<file path="config.mk">
export PLATFORM = sky130hd
export DESIGN_NAME = uart_tx_engine
export DESIGN_NICKNAME = d
export VERILOG_FILES = /design/src/rtl/uart_pkg.sv /design/src/rtl/uart_baud_gen.sv /design/src/rtl/uart_tx_engine.sv
export SDC_FILE = /design/constraint.sdc
export NUM_CORES = 1
export LEC_CHECK = 0
export ABC_AREA = 1
export BUFFER_PORTS_ARGS = -buffer_cell sky130_fd_sc_hd__buf_2
export CORE_MARGIN = 2
export CORE_UTILIZATION = 45
export DETAILED_ROUTE_END_ITERATION = 10
export SYNTH_ARGS = -nofsm -noshare
export SYNTH_HDL_FRONTEND = slang
export SYNTH_SLANG_ARGS = --single-unit
</file>
<file path="constraint.sdc">
create_clock -name clk -period 2 [get_ports clk]
set_clock_uncertainty 0.05 [all_clocks]
set_input_delay 0 -clock clk [delete_from_list [all_inputs] [get_ports clk]]
set_output_delay 0 -clock clk [all_outputs]
set_load 0.03 [all_outputs]
</file>
<file path="src/rtl/uart_pkg.sv">
// rtl/uart_pkg.sv - shared UART encodings and default clocking
package uart_pkg;

  localparam int DEF_CLK_FREQ = 50_000_000;
  localparam int DEF_BAUD     = 115200;

  localparam int PAR_NONE = 0;
  localparam int PAR_EVEN = 1;
  localparam int PAR_ODD  = 2;

  typedef enum logic [2:0] {
    ST_IDLE   = 3'd0,
    ST_START  = 3'd1,
    ST_DATA   = 3'd2,
    ST_PARITY = 3'd3,
    ST_STOP   = 3'd4
  } tx_state_e;

  // Rounded clocks per bit so the bit rate error stays within half a clock.
  function automatic int clks_per_bit(input int clk_freq, input int baud);
    return (clk_freq + baud / 2) / baud;
  endfunction

endpackage

</file>
<file path="src/rtl/uart_baud_gen.sv">
// rtl/uart_baud_gen.sv - bit-period tick generator with synchronous clear
module uart_baud_gen #(
  parameter int CLKS_PER_BIT = 434
) (
  input  logic clk,
  input  logic rst,
  input  logic clear,
  output logic tick
);

  localparam int CNT_W = (CLKS_PER_BIT > 1) ? $clog2(CLKS_PER_BIT) : 1;
  localparam logic [CNT_W-1:0] LAST = CNT_W'(CLKS_PER_BIT - 1);

  logic [CNT_W-1:0] cnt_q;
  logic [CNT_W-1:0] cnt_d;

  // tick marks the final clock of the current bit period
  assign tick = !clear && (cnt_q == LAST);

  // count up, wrapping at the end of each bit; clear pins the phase to zero
  always_comb begin
    cnt_d = cnt_q + CNT_W'(1);
    if (clear || tick) begin
      cnt_d = '0;
    end
  end

  // counter register
  always_ff @(posedge clk or posedge rst) begin
    if (rst) begin
      cnt_q <= '0;
    end else begin
      cnt_q <= cnt_d;
    end
  end

endmodule

</file>
<file path="src/rtl/uart_tx_engine.sv">
// rtl/uart_tx_engine.sv - UART transmit framer: start, 8 data LSB first, optional parity, stop bits
module uart_tx_engine
  import uart_pkg::*;
#(
  parameter int CLK_FREQ  = DEF_CLK_FREQ,
  parameter int BAUD      = DEF_BAUD,
  parameter int PARITY    = PAR_NONE,
  parameter int STOP_BITS = 1
) (
  input  logic       clk,
  input  logic       rst,
  input  logic       txStart,
  input  logic [7:0] txData,
  output logic       txBusy,
  output logic       tx
);

  localparam int CLKS_PER_BIT = clks_per_bit(CLK_FREQ, BAUD);

  if (CLKS_PER_BIT < 2 || PARITY > 2 || PARITY < 0 || (STOP_BITS != 1 && STOP_BITS != 2)) begin : g_bad_cfg
    $error("uart_tx_engine: unsupported CLKS_PER_BIT/PARITY/STOP_BITS combination");
  end

  tx_state_e  state_q, state_d;
  logic       tx_q, tx_d;
  logic       busy_q, busy_d;
  logic [7:0] shift_q, shift_d;
  logic [2:0] idx_q, idx_d;
  logic       stop_q, stop_d;
  logic       par_q, par_d;
  logic       tick;

  // The counter is held at zero while idle so every frame starts with a fresh phase.
  uart_baud_gen #(
    .CLKS_PER_BIT(CLKS_PER_BIT)
  ) u_baud (
    .clk  (clk),
    .rst  (rst),
    .clear(state_q == ST_IDLE),
    .tick (tick)
  );

  assign tx     = tx_q;
  assign txBusy = busy_q;

  // next-state and next-output logic; tx_d is the level for the upcoming bit
  always_comb begin
    state_d = state_q;
    tx_d    = tx_q;
    busy_d  = busy_q;
    shift_d = shift_q;
    idx_d   = idx_q;
    stop_d  = stop_q;
    par_d   = par_q;
    case (state_q)
      ST_IDLE: begin
        tx_d   = 1'b1;
        busy_d = 1'b0;
        if (txStart) begin
          state_d = ST_START;
          tx_d    = 1'b0;
          busy_d  = 1'b1;
          shift_d = txData;
          idx_d   = 3'd0;
          stop_d  = 1'b0;
          par_d   = (PARITY == PAR_ODD) ? ~(^txData) : (^txData);
        end
      end
      ST_START: begin
        if (tick) begin
          state_d = ST_DATA;
          tx_d    = shift_q[0];
          shift_d = {1'b0, shift_q[7:1]};
        end
      end
      ST_DATA: begin
        if (tick) begin
          idx_d = idx_q + 3'd1;
          if (idx_q == 3'd7) begin
            if (PARITY != PAR_NONE) begin
              state_d = ST_PARITY;
              tx_d    = par_q;
            end else begin
              state_d = ST_STOP;
              tx_d    = 1'b1;
            end
          end else begin
            tx_d    = shift_q[0];
            shift_d = {1'b0, shift_q[7:1]};
          end
        end
      end
      ST_PARITY: begin
        if (tick) begin
          state_d = ST_STOP;
          tx_d    = 1'b1;
        end
      end
      ST_STOP: begin
        if (tick) begin
          if (STOP_BITS == 2 && !stop_q) begin
            stop_d = 1'b1;
          end else begin
            state_d = ST_IDLE;
            busy_d  = 1'b0;
            tx_d    = 1'b1;
          end
        end
      end
      default: begin
        state_d = ST_IDLE;
        tx_d    = 1'b1;
        busy_d  = 1'b0;
      end
    endcase
  end

  // state and output registers; reset aborts any frame and idles the line high
  always_ff @(posedge clk or posedge rst) begin
    if (rst) begin
      state_q <= ST_IDLE;
      tx_q    <= 1'b1;
      busy_q  <= 1'b0;
      shift_q <= 8'h00;
      idx_q   <= 3'd0;
      stop_q  <= 1'b0;
      par_q   <= 1'b0;
    end else begin
      state_q <= state_d;
      tx_q    <= tx_d;
      busy_q  <= busy_d;
      shift_q <= shift_d;
      idx_q   <= idx_d;
      stop_q  <= stop_d;
      par_q   <= par_d;
    end
  end

endmodule

</file>
# After elaboration in Yosys (flattened, before gate mapping)
# Cells that the tools add are included.
# word_totals
ff_bits	25
word_cells	61
# classes
add_sub_neg	2
n_eq_ne	14
muxes	25
bitwise	1
reduce_logical	13
# ops
cell	count
$mux W8	4
$mux W3	8
$pmux W8 S3	1
$pmux W3 S5	1
$ne A2 B1 Y1 const B	5
$add A9 B1 Y9 const B	1
$eq A9 B9 Y1 const B	1
$mux W9	1
$mux W1	7
$eq A3 B2 Y1 const B	2
$eq A3 B3 Y1 const B	2
$ne A2 B2 Y1 const B	3
$pmux W3 S2	1
$reduce_and A3 Y1	2
$reduce_and A6 Y1	1
$reduce_and A5 Y1	1
$pmux W1 S4	1
$add A3 B1 Y3 const B	1
$eq A3 B1 Y1 const B	1
$logic_not A3 Y1	1
$pmux W1 S3	1
$reduce_bool A3 Y1	1
$reduce_or A3 Y1	1
$reduce_and A2 Y1	1
other kinds (6)	6

# Longest topological paths before layout
# depth
depth_word	5
depth_mapped	11

# By module
# From an unflattened synthesis, not the netlist that was laid out.
# hier_totals
hier_cells	195
area_unflattened_um2	1493.9
# modules_own_cells
module	n_inst	cells_each	area_each_um2	seq_area_each_um2
uart_tx_engine	1	126	982.2	401.6
uart_baud_gen	1	69	511.7	225.2

# Worst setup path after synthesis
# No wires, ideal clock.
# synth_path
path_kind	register -> register
start	register u_baud.cnt_q[1]
end	register state_q[0]
setup_time_ns	0.117
arrival_time_ns	1.258
required_ns	1.833
slack_ns	0.575
path_stages_with_launch	10
path_buffers	0
synth_period_minus_slack_ns	1.425
path_cell_list	dfrtp_1 inv_1 ha_1 nand2_1 nor2_1 nand2_1 a21oi_1 nand2_1 nand2_1 nand2_1
# synth_via
elab_chain_len	4
# synth_rtl
item	line	source
from (decl)	uart_baud_gen.sv:14	logic [CNT_W-1:0] cnt_q;
from (signal assigned)	uart_baud_gen.sv:33	cnt_q <= cnt_d;
$eq A9 B9 Y1 *	uart_baud_gen.sv:18	assign tick = !clear && (cnt_q == LAST);
$logic_and A1 B1 Y1 *	uart_baud_gen.sv:18	
$ne A2 B1 Y1 (no source line)	-	
$reduce_and A6 Y1 (no source line) *	-	
to (signal assigned)	uart_tx_engine.sv:129	state_q <= state_d;
to (decl)	uart_tx_engine.sv:24	tx_state_e state_q, state_d;
# Every way passes the cells marked *; elsewhere a longest branch is shown, timed or not.
# A chain may end at the register's enable or synchronous reset.

# Worst setup path in the final report
# Same ends and word-level chain as after synthesis.

==> run metrics <==
class of the worst hold path=input pin to async pin; CTS HTree Levels=1; Sink Count=25; Synth Area in Adders=0.0351; Clock Pin Slew Worst Setup and Hold Paths=about 0.14 ns; synthesized area=1430 µm²; chip height=roughly 60 µm; mux contribution to synthesized area=0; Simple-Gate Fraction of Synth Area=0.410; first-pass GRT wire length=5.05 mm; vias per cell=roughly 4.8; max_slew headroom=0.757; Switch Pwr=approximately 170 µW; Cell Int Power=~610 µW; Worst Setup End Kind=register; Hold Vio Cnt, Final=0; dominant cell type by area after synthesis=dfrtp_1; ys flop type=dfrtp_1; critical path class=register to register; DIE WIDTH=~60 µm; Ys Warns=0; synth cell count leaders=nand2_1 (75), dfrtp_1 (24), nand3_1 (18), nor2_1 (18), inv_1 (10); DRT Pass-1 Iters=4; switching fraction of total power=0.223; Starting Density=0.471; Yosys reg bits=25; die area=about 3600 µm²; Mean Syn Cell Area=roughly 7.6 µm²; largest net degree at the start of global routing=26; most common cell in the netlist=nand2_1; Combinational Power Share=0.058; XOR/XNOR Fraction of Synth Area=0.0123; Compound-Gate Fraction of Synth Area=0.0543; vias in the first global route=~1200; layout cells sized above 1=0.186; Max Fclk=~620 MHz; CTS resizes=0; Min Hold Slack=0.206 ns; Pleak=slightly above 0.0009 µW; status=finished, final reports clean; RSZ-0062 raised after global routing=no; Clock Power Share=0.293; sequential element share of the synthesized area=0.439; Pwr per Cell Area=464 nW/µm²; routed wire length=approximately 2.8 mm; CTS Hold Bufs=10; largest family of logic cells by synthesized area=simple AND/OR/NAND/NOR gates; via count=between 1000 and 1500; worst path arrival time=approximately 1.8 ns; crit path launch=u_baud.cnt_q[1]$_DFF_PP0_; Max FO, Critical Path=6; Layout fillers=between 300 and 400; Max Cap Viol=0; FF+latch area=~630 µm²; largest cells by area after synthesis=dfrtp_1 (42%), nand2_1 (20%), nand3_1 (6.3%), nor2_1 (4.7%), ha_1 (3.5%); final setup violation count=0; DRC viols=0; Async SR Flop Fraction=1.00; Yosys cell types=25; Num CTS Buffers=3; Critical Path RT=2.17 ns; antenna-violating nets left=0; fin crit period=approximately 1.6 ns; area of the multi-input gates=roughly 730 µm²; Iteration-0 DRC Markers=45; antenna violations before repair=0; number of nets in the layout=approximately 230; Cells after Synth=around 190; worst skew pair latency=0.31 ns; Worst Tran Pin Value=~0.36 ns; Slew Limit Fails=0; PortBufs=12; CTS tree=yes; Worst Setup Start Kind=register; number of inserted diodes=0; Post-synth EDFFs=0; row count=20; Net Count, Synth=203; Total GRT Usage=0.181; HPWL after DPL=around 2.0 mm; routed len/inst=roughly 11 µm; clock root buffer master=clkbuf_4; GPL Wtd Cong=~0.88; postcts setup bufs=0; Flop pwr share=0.649; Layout area overhead=17.5%; reg2reg start=u_baud.cnt_q[1]$_DFF_PP0_; Setup TNS=0 ns; CTS Buffer Depth=2; Tcrit/Tclk final=0.808; Ports=13; CORE AREA=3030 µm²; maximum vdd ir drop=0.285 mV; Synth top area share=0.421; remaining global-route overflow=0
==> path summary, 6_finish.rpt <==
| kind | endpoint | cells past startpoint | slack (ns) |
|---|---|---|---|
| max | state_q[0]$_DFFE_PP0P_ | 9 | 0.38 |
| min | u_baud.cnt_q[7]$_DFF_PP0_ | 4 | 0.21 |
| max reg2reg | state_q[0]$_DFFE_PP0P_ | 9 | 0.38 |
| min reg2reg | tx$_DFFE_PP1P_ | 2 | 0.43 |
| max in group asynchronous | tx$_DFFE_PP1P_ | 4 | 1.41 |
| min in group clk | tx$_DFFE_PP1P_ | 2 | 0.43 |
==> critical path: stages (launching register included) <==
cell	delay, ns
dfrtp_1	0.42
inv_1	0.06
ha_1	0.13
nand2_1	0.06
nor2_1	0.10
nand2_1	0.19
a21oi_1	0.28
nand2_1	0.11
nand2_1	0.07
nand2_1	0.05
==> routing by layer <==
metal,part of all wire,track usage
met5,0,0
met4,0.0043,0.0476
met3,0.018,0.0216
met2,0.49,0.309
met1,0.49,0.243
==> power by group through the flow <==
stage                     registers, µW  clock network (µW)  logic [µW]
after global routing                506                 256        51.1
after detailed placement            515                   0        31.4
after floorplan                     515                   0        15.2
after CTS                           506                 243        46.2
final                               506                 228        44.9
after global placement              515                   0        30.2
==> final cells by class <==
class                   instances  share of cell area
clock buffers                   3              0.0134
clock inverters                 1             0.00298
inverters                      18              0.0418
multi-input cells             145               0.435
flip-flops and latches         25               0.374
well taps                      44              0.0328
repair buffers                 23              0.0999
==> sequential cells by signal, indices dropped and copies added (netlist names) <==
register / count
txBusy: 1
state_q: 3
tx: 1
u_baud.cnt_q: 9
shift_q: 8
idx_q: 3
==> per-stage QoR <==
step / instance area, µm² / std cells / worst slack (ns) / total power [µW] / util
final: 1680 / 259 / 0.384 / 779 / 0.554
after global routing: 1680 / 259 / 0.211 / 813 / 0.554
after CTS: 1680 / 259 / 0.369 / 795 / 0.554
after detailed placement: 1550 / 245 / 0.388 / 546 / 0.512
after global placement: 1550 / 245 / 0.457 / 545 / 0.512
after floorplan: 1430 / 188 / 0.575 / 530 / -
==> cell usage in the layout (no fill, tap or decap), drive strengths merged <==
| master | synthesis | routed |
|---|---|---|
| ha | 4 | 4 |
| clkinv | 0 | 1 |
| dlygate4sd3 | 0 | 10 |
| a21oi | 5 | 5 |
| clkbuf | 0 | 3 |
| o2111ai | 2 | 2 |
| xor2 | 1 | 1 |
| inv | 18 | 18 |
| nor3 | 2 | 2 |
| dfrtp | 24 | 24 |
| nand3b | 1 | 1 |
| nor3b | 2 | 2 |
| or2 | 1 | 1 |
| xnor2 | 1 | 1 |
| o21ai | 4 | 4 |
| nor2 | 22 | 22 |
| nand2 | 82 | 82 |
| dfstp | 1 | 1 |
| nand3 | 18 | 18 |
| buf | 0 | 13 |
==> kinds of logic (layout without fill, tap and decap cells) <==
family / after synthesis / count (layout)
adder cells (fa/ha/maj): 4 / 4
XOR/XNOR: 2 / 2
buffers and inverters: 18 / 45
flip-flops: 25 / 25
AO/OA/AOI/OAI: 11 / 11
AND/OR/NAND/NOR: 128 / 128
Power figures use the tool's default switching activity.
